==> src/rtl/vec_pkg.sv <==
// Shared encodings and helpers for the vector coprocessor slice.
// Lane 0 sits in the most significant slice of a packed vector.
package vec_pkg;

    localparam logic [1:0] OP_VLOAD  = 2'b00;
    localparam logic [1:0] OP_VSTORE = 2'b01;
    localparam logic [1:0] OP_VADD   = 2'b10;
    localparam logic [1:0] OP_VADDS  = 2'b11;

    typedef enum logic [2:0] {
        ST_IDLE,
        ST_READ,
        ST_LOAD,
        ST_STORE,
        ST_EXEC,
        ST_WB,
        ST_DONE
    } state_t;

    // Top bit index of lane k in a packed vector of `lanes` lanes.
    function automatic int lane_hi(input int k, input int lanes, input int lane_w);
        return (lanes - k) * lane_w - 1;
    endfunction

endpackage

==> src/rtl/vec_regfile.sv <==
// Vector register file: two combinational source reads, one debug read,
// one synchronous write port, cleared asynchronously.
module vec_regfile #(
    parameter  int NVREG = 4,
    parameter  int VEC_W = 32,
    localparam int REG_W = $clog2(NVREG)
) (
    input  logic             clock,
    input  logic             reset,
    input  logic [REG_W-1:0] rd1_sel,
    output logic [VEC_W-1:0] rd1_data,
    input  logic [REG_W-1:0] rd2_sel,
    output logic [VEC_W-1:0] rd2_data,
    input  logic [REG_W-1:0] dbg_sel,
    output logic [VEC_W-1:0] dbg_data,
    input  logic             wr_en,
    input  logic [REG_W-1:0] wr_sel,
    input  logic [VEC_W-1:0] wr_data
);

    logic [VEC_W-1:0] vrf_reg [NVREG];

    always_ff @(posedge clock or posedge reset) begin
        if (reset) begin
            for (int i = 0; i < NVREG; i++) begin
                vrf_reg[i] <= '0;
            end
        end else if (wr_en) begin
            vrf_reg[wr_sel] <= wr_data;
        end
    end

    assign rd1_data = vrf_reg[rd1_sel];
    assign rd2_data = vrf_reg[rd2_sel];
    assign dbg_data = vrf_reg[dbg_sel];

endmodule

==> src/rtl/vector_exec_unit.sv <==
// Vector coprocessor: one VLOAD/VSTORE/VADD/VADDS per start pulse, driving
// the shared data-memory port while busy.
module vector_exec_unit
    import vec_pkg::*;
#(
    parameter  int LANES  = 4,
    parameter  int LANE_W = 8,
    parameter  int ADDR_W = 8,
    parameter  int NVREG  = 4,
    localparam int REG_W  = $clog2(NVREG),
    localparam int VEC_W  = LANES * LANE_W
) (
    input  logic              clock,
    input  logic              reset,
    input  logic              start,
    input  logic [1:0]        op,
    input  logic [REG_W-1:0]  vd,
    input  logic [REG_W-1:0]  vs,
    input  logic [ADDR_W-1:0] base_addr,
    output logic              busy,
    output logic              done,
    output logic [ADDR_W-1:0] mem_addr,
    output logic [LANE_W-1:0] mem_wdata,
    output logic              mem_wren,
    input  logic [LANE_W-1:0] mem_rdata,
    input  logic [REG_W-1:0]  dbg_sel,
    output logic [VEC_W-1:0]  dbg_data
);

    localparam int BEAT_W = $clog2(LANES + 1);
    localparam logic [BEAT_W-1:0] LAST_LOAD  = BEAT_W'(LANES);
    localparam logic [BEAT_W-1:0] LAST_STORE = BEAT_W'(LANES - 1);

    state_t             state_reg;
    logic [1:0]         op_reg;
    logic [REG_W-1:0]   vd_reg;
    logic [REG_W-1:0]   vs_reg;
    logic [ADDR_W-1:0]  base_reg;
    logic [VEC_W-1:0]   x1_reg;
    logic [VEC_W-1:0]   x2_reg;
    logic [VEC_W-1:0]   t_reg;
    logic [BEAT_W-1:0]  beat_reg;
    logic               busy_reg;
    logic               done_reg;
    logic [ADDR_W-1:0]  mem_addr_reg;
    logic [LANE_W-1:0]  mem_wdata_reg;
    logic               mem_wren_reg;

    logic [VEC_W-1:0]   rd1_data;
    logic [VEC_W-1:0]   rd2_data;
    logic [VEC_W-1:0]   sum_wrap;
    logic [VEC_W-1:0]   sum_sat;

    vec_regfile #(
        .NVREG (NVREG),
        .VEC_W (VEC_W)
    ) u_vrf (
        .clock    (clock),
        .reset    (reset),
        .rd1_sel  (vd_reg),
        .rd1_data (rd1_data),
        .rd2_sel  (vs_reg),
        .rd2_data (rd2_data),
        .dbg_sel  (dbg_sel),
        .dbg_data (dbg_data),
        .wr_en    (state_reg == ST_WB),
        .wr_sel   (vd_reg),
        .wr_data  (t_reg)
    );

    // Each lane gets its own carry chain; the carry-out only feeds saturation.
    for (genvar gi = 0; gi < LANES; gi++) begin : g_lane
        localparam int HI = lane_hi(gi, LANES, LANE_W);
        logic [LANE_W:0] sum;

        assign sum = {1'b0, x1_reg[HI -: LANE_W]} + {1'b0, x2_reg[HI -: LANE_W]};
        assign sum_wrap[HI -: LANE_W] = sum[LANE_W-1:0];
        assign sum_sat[HI -: LANE_W]  = sum[LANE_W] ? {LANE_W{1'b1}} : sum[LANE_W-1:0];
    end

    always_ff @(posedge clock or posedge reset) begin
        if (reset) begin
            state_reg     <= ST_IDLE;
            op_reg        <= '0;
            vd_reg        <= '0;
            vs_reg        <= '0;
            base_reg      <= '0;
            x1_reg        <= '0;
            x2_reg        <= '0;
            t_reg         <= '0;
            beat_reg      <= '0;
            busy_reg      <= 1'b0;
            done_reg      <= 1'b0;
            mem_addr_reg  <= '0;
            mem_wdata_reg <= '0;
            mem_wren_reg  <= 1'b0;
        end else begin
            case (state_reg)
                ST_IDLE: begin
                    done_reg <= 1'b0;
                    if (start) begin
                        op_reg    <= op;
                        vd_reg    <= vd;
                        vs_reg    <= vs;
                        base_reg  <= base_addr;
                        busy_reg  <= 1'b1;
                        state_reg <= ST_READ;
                    end
                end

                ST_READ: begin
                    x1_reg   <= rd1_data;
                    x2_reg   <= rd2_data;
                    beat_reg <= '0;
                    case (op_reg)
                        OP_VLOAD: begin
                            mem_addr_reg <= base_reg;
                            state_reg    <= ST_LOAD;
                        end
                        OP_VSTORE: begin
                            // X1 is still being captured, so lane 0 comes straight from the read port.
                            mem_addr_reg  <= base_reg;
                            mem_wdata_reg <= rd1_data[VEC_W-1 -: LANE_W];
                            mem_wren_reg  <= 1'b1;
                            state_reg     <= ST_STORE;
                        end
                        default: state_reg <= ST_EXEC;
                    endcase
                end

                ST_LOAD: begin
                    // Read data trails the address by one beat.
                    if (beat_reg != '0) begin
                        t_reg[lane_hi(int'(beat_reg) - 1, LANES, LANE_W) -: LANE_W] <= mem_rdata;
                    end
                    if (beat_reg < LAST_STORE) begin
                        mem_addr_reg <= base_reg + ADDR_W'(beat_reg + 1'b1);
                    end
                    if (beat_reg == LAST_LOAD) begin
                        beat_reg  <= '0;
                        state_reg <= ST_WB;
                    end else begin
                        beat_reg <= beat_reg + 1'b1;
                    end
                end

                ST_STORE: begin
                    if (beat_reg == LAST_STORE) begin
                        mem_wren_reg <= 1'b0;
                        done_reg     <= 1'b1;
                        beat_reg     <= '0;
                        state_reg    <= ST_DONE;
                    end else begin
                        mem_addr_reg  <= base_reg + ADDR_W'(beat_reg + 1'b1);
                        mem_wdata_reg <= x1_reg[lane_hi(int'(beat_reg) + 1, LANES, LANE_W) -: LANE_W];
                        beat_reg      <= beat_reg + 1'b1;
                    end
                end

                ST_EXEC: begin
                    t_reg     <= op_reg[0] ? sum_sat : sum_wrap;
                    state_reg <= ST_WB;
                end

                ST_WB: begin
                    done_reg  <= 1'b1;
                    state_reg <= ST_DONE;
                end

                ST_DONE: begin
                    done_reg  <= 1'b0;
                    busy_reg  <= 1'b0;
                    state_reg <= ST_IDLE;
                end

                default: begin
                    done_reg     <= 1'b0;
                    busy_reg     <= 1'b0;
                    mem_wren_reg <= 1'b0;
                    state_reg    <= ST_IDLE;
                end
            endcase
        end
    end

    assign busy      = busy_reg;
    assign done      = done_reg;
    assign mem_addr  = mem_addr_reg;
    assign mem_wdata = mem_wdata_reg;
    assign mem_wren  = mem_wren_reg;

endmodule

==> config.mk <==
export PLATFORM = sky130hd
export DESIGN_NAME = vector_exec_unit
export DESIGN_NICKNAME = d
export VERILOG_FILES = /design/src/rtl/vec_pkg.sv /design/src/rtl/vec_regfile.sv /design/src/rtl/vector_exec_unit.sv
export SDC_FILE = /design/constraint.sdc
export NUM_CORES = 1
export LEC_CHECK = 0
export CAP_MARGIN = 20
export CORE_MARGIN = 5
export CORE_UTILIZATION = 55
export CTS_BUF_LIST = sky130_fd_sc_hd__clkbuf_16
export DETAILED_ROUTE_END_ITERATION = 12
export GPL_TIMING_DRIVEN = 0
export PLACE_DENSITY = 0.76
export SLEW_MARGIN = 10
export SYNTH_ARGS = -nofsm -noshare
export SYNTH_HDL_FRONTEND = slang
export SYNTH_SLANG_ARGS = --single-unit
export TNS_END_PERCENT = 5
==> constraint.sdc <==
create_clock -name clock -period 16.51 [get_ports clock]
set_input_delay 3.302 -clock clock [delete_from_list [all_inputs] [get_ports clock]]
set_output_delay 3.302 -clock clock [all_outputs]
set_load 0.005 [all_outputs]
After elaboration in Yosys (flattened, before gate mapping):

Index checks and enable logic that the tools add are counted.

* register bits: 263
* bits in latches: 0
* bits in writable memories: 0
* bits in read-only memories: 0
* input bits: 27
* word-level logic and storage cells: 124
* memories: 0

* $add $sub $neg: 14
* multipliers: 0
* div/mod/pow operators: 0
* magnitude comparators: 5
* equal/unequal tests: 17
* shift-type cells: 3
* multiplexer cells: 42
* bitwise gates (word level): 6
* reductions and logical operators: 19

Operator list (number)
* $mux 32: 9
* $bmux 32 s2: 3
* $bwmux 128: 1
* $mux 8: 9
* $demux 32 s2: 1
* $pmux 32 s2: 1
* $shift 8x33->39 const A: 1
* $shiftx 39x9->8: 1
* $shiftx 8x33->39: 1
* $add 8x8->9: 4
* $neg 9->33: 1
* $bwmux 32: 1
* $pmux 8 s3: 1
* $pmux 3 s6: 1
* $sub 8x2->9 const B: 2
* $ne 2x2->1 const B: 8
* $pmux 8 s2: 1
* $mux 3: 5
* $eq 3x3->1 const B: 4
* $reduce_or 5->1: 2
* $eq 3x2->1 const B: 3
* $ge 3x3->1 const B: 3
* $not 2->3: 3
* $pmux 3 s3: 1
* 25 further kinds: 39

Logic depth before layout (Yosys ltp):

* depth after elaboration: 8
* depth in mapped cells: 10
* depth with buffers taken out: 9

Cells and area by module:

A second synthesis with hierarchy kept.

* cells, all modules: 1098
* area total of the unflattened synthesis: 14695.3 um^2

Modules (own cells, without submodules)
* vector_exec_unit: times used 1, cells an instance 705, area each 7627.3 um^2
* vec_regfile: times used 1, cells an instance 393, area each 7068.0 um^2

Worst setup path before layout:

OpenSTA, ideal clock, no wires.

* path type: input port to output port
* from: input dbg_sel[0]
* to: output dbg_data[10]
* data arrival time: 4.358 ns
* setup slack: 8.850 ns
* stages on the path: 3
* cell sequence: clkbuf_1 > buf_2 > mux4_2

* longest elaborated chain between the ends: 4

Ends and longest elaborated chain
* start, declared: line vector_exec_unit.sv:26 `input logic [REG_W-1:0] dbg_sel,`
* $not 2->3 (implied by the code): line vec_regfile.sv:35 `assign dbg_data = vrf_reg[dbg_sel];`
* $bmux 32 s2: line vec_regfile.sv:35
* $mux 32 (implied by the code) (2 in a row): line vec_regfile.sv:35
* end, declared: line vector_exec_unit.sv:27 `output logic [VEC_W-1:0] dbg_data`

No other way between the ends. The select of a mux whose other input is x is not followed.

Final worst setup path:

* from: input dbg_sel[1]
* to: output dbg_data[30]

The elaborated chain is that of the path after synthesis.

==> metrics.md <==
| Metric | Value |
|---|---|
| Die area | a little under 30000 sq um |
| Placed Cells | 1523 |
| Tmin final | 8.908 ns |
| Static leakage | 7.100 nW |
| Max cap viols | 0 |
| Clk sink count | 263 |
| Final ANT Viol Nets | 0 |
| Max Fanout on Critical Path | 10 |
| Status | finished, final reports clean |
| Number of global-route vias before repair | around 10000 |
| Final cell count without fillers | 1578 |
| Root buffer cell | clkbuf_16 |
| Synth unique cells | 65 |
| Clk_lat worst skew | 0.55 ns |
| WL per Instance | 24.47 um |
| Vias | 10280 |
| Synth Instances | around 1100 |
| # resized after CTS | 0 |
| DRC | 0 |
| CTS Buf Count | 28 |
| First-pass GRT wire length | 60.48 mm |
| Fin crit share | 53.95% |
| Core Region | 26060 sq um |
| Buffers on Ports | between 70 and 80 |
| Hpwl dp | 26.64 mm |
| Avg Cell Area, Syn | 13.09 sq um |
| Synth Cell Area | about 15000 sq um |
| Critical Path RT | 13.21 ns |
| Ys async rst share | 100.0% |
| Type of origin of the critical path | input pin |
| Iteration-0 DRC count of the detailed router | 919 |
| Net count, final | 1293 |
| Top_reg_cell synth | dfrtp_1 |
| Congestion Overflow GR | 0 |
| All-layer global routing usage | 26.64% |
| # Post-CTS Setup Buffers | 0 |
| Unrepaired setup endpoints after global routing | no |
| Register bit total from synthesis | between 200 and 300 |
| Slew headroom | between 30% and 40% |
| Kind of end point of the critical path | output port |
| Clock Skews | 0.01270 ns |
| Max Freq | 112.3 MHz |
| CTS HTree Levels | 1 |
| PwrDens | 196.4 nW/um^2 |
| Vertical die dimension | 172.5 um |
| Max Buffers Root-to-Sink | 3 |
| Area Growth Syn to Fin | 15.43% |
| GPL Wtd Cong | just over 0.9 |
| DIE WIDTH | approximately 170 um |
| Setup TNS | 0 ns |
| Final Util | 64.30% |
| Maximum VDD drop | 0.1422 mV |
| Final wirelength | 38.61 mm |
| Largest net degree at the start of global routing | 101 |
| Syn Nets | 1182 |
| Share of cells above drive strength 1 | 30.19% |
| Initial Util | between 50% and 60% |
| Initial antenna violation count | 0 |
| Crit path arrival time | 5.61 ns |
| First drt pass iteration count | 5 |
| Clk slew on worst S/H paths | 0.06 ns |
| Final Hold Violating Endpoints | 0 |
| Max reg flops | 128 |
| TritonCTS clock tree | built |
| # setup viols final | 0 |
| Rows | 59 |
| Slew Viols, Final | 0 |
| Post-DR vias/cell | 6.513 |
| Warnings, synthesis | 0 |
| Top-Level Pins | 78 |
| EDFF count, synth | 0 |
| WS Path Type | input pin to output port |
| Post-synthesis sequential area ratio | a little under half |
| Slew @ Worst Pin | 0.9592 ns |
| CTS Hold Bufs | 0 |
| Worst min path class | flop to flop |
[power by group]
group	internal [mW]	total, mW	switching (mW)	leakage [nW]
Combinational	0.783	1.51	0.723	3.30
Clock	0.394	0.656	0.262	0.484
Sequential	0.895	1.13	0.233	3.32
[synth_stat cells (11+ instances only)]
master | instances | area [sq um]
buf_1 | 12 | 45.04
inv_1 | 32 | 120.1
nor2b_1 | 12 | 75.07
dfrtp_1 | 263 | 6581
nand2_1 | 68 | 255.2
mux4_2 | 96 | 2162
a22oi_1 | 25 | 187.7
a31oi_1 | 13 | 81.33
mux2_2 | 194 | 2185
nor2_1 | 18 | 67.56
buf_2 | 26 | 130.1
ha_1 | 41 | 513.0
xnor2_1 | 11 | 96.34
a21oi_1 | 25 | 125.1
o21ai_0 | 87 | 435.4
a221o_1 | 12 | 120.1
clkbuf_1 | 25 | 93.84
mux2i_1 | 12 | 120.1
[layout make-up]
cell class | instances | area, sq um
sequential | 263 | 6581
buffer | 65 | 291.5
timing repair buffer | 81 | 853.3
clock buffer | 29 | 725.7
fill | 1948 | 9303
multi-input combinational | 749 | 7523
inverter | 32 | 127.6
antenna | 1 | 2.502
clock inverter | 23 | 231.5
tap | 335 | 419.2
[per-layer routing]
| layer | vias up | wire (um) | GRT usage (%) |
|---|---|---|---|
| li1 | 4489 | - | - |
| met3 | 92 | 3289 | 4.961 |
| met4 | 0 | 1486 | 9.740 |
| met2 | 429 | 18080 | 41.67 |
| met5 | - | 0 | 0 |
| met1 | 5268 | 15760 | 37.64 |
[final timing paths]
path,start,end,slack (ns),depth (start not counted)
setup / recovery,dbg_sel[1],dbg_data[30],7.60,4
hold / removal,busy$_DFFE_PP0P_,busy$_DFFE_PP0P_,0.48,1
hold reg to reg,busy$_DFFE_PP0P_,busy$_DFFE_PP0P_,0.48,1
min in group asynchronous,reset,base_reg[7]$_DFFE_PP0P_,3.29,2
max in group asynchronous,reset,u_vrf.vrf_reg[108]$_DFFE_PP0P_,11.97,4
setup reg to reg,beat_reg[1]$_DFFE_PP0P_,t_reg[12]$_DFFE_PP0P_,13.53,8
[stage by stage]
| step | setup WS (ns) | cell area, sq um | total power [mW] | hold slack [ns] |
|---|---|---|---|---|
| floorplan | 5.968 | 14520 | 2.126 | 0.4733 |
| global placement | 2.815 | 15700 | 2.559 | 0.4635 |
| detailed placement | 7.646 | 15770 | 2.612 | 0.4757 |
| CTS | 7.644 | 16720 | 3.279 | 0.4908 |
| global route | 7.584 | 16750 | 3.486 | 0.5137 |
| finish | 7.602 | 16760 | 3.291 | 0.4844 |
[kinds of logic (layout without fill, tap and decap cells)]
logic type | after synthesis | count (layout) | share of synthesized area, %
mux | 302 | 302 | 30.77
xor+xnor | 17 | 17 | 1.026
compound gates | 233 | 233 | 10.52
other cells | 0 | 1 | 0
buf+inv | 97 | 230 | 2.836
fa+ha+maj | 46 | 46 | 4.223
flops | 263 | 263 | 45.34
simple gates | 151 | 151 | 5.292
[layout by cell type, fill, tap and decap left out, types with 7 or more instances in the layout]
cell type	n
nor2_1	18
mux4_2	96
o21ai_0	87
buf_2	26
xnor2_1	11
nand2_1	68
clkbuf_16	29
nor3_1	7
nand3_1	9
nor2b_1	12
clkbuf_1	25
inv_1	36
buf_1	12
mux2_2	194
nand2b_1	7
a31oi_1	13
dfrtp_1	263
ha_1	41
a221o_1	12
a21oi_1	25
o211ai_1	10
mux2i_1	12
clkdlybuf4s50_1	76
a22oi_1	25
a211oi_1	9
a21o_1	10
[worst max-delay path, cell delays in order]
cell and delay (ns):
clkdlybuf4s50_1 0.67, clkbuf_1 0.70, mux4_2 0.46, clkdlybuf4s50_1 0.47
No activity file was read; power rests on OpenSTA's default activity.
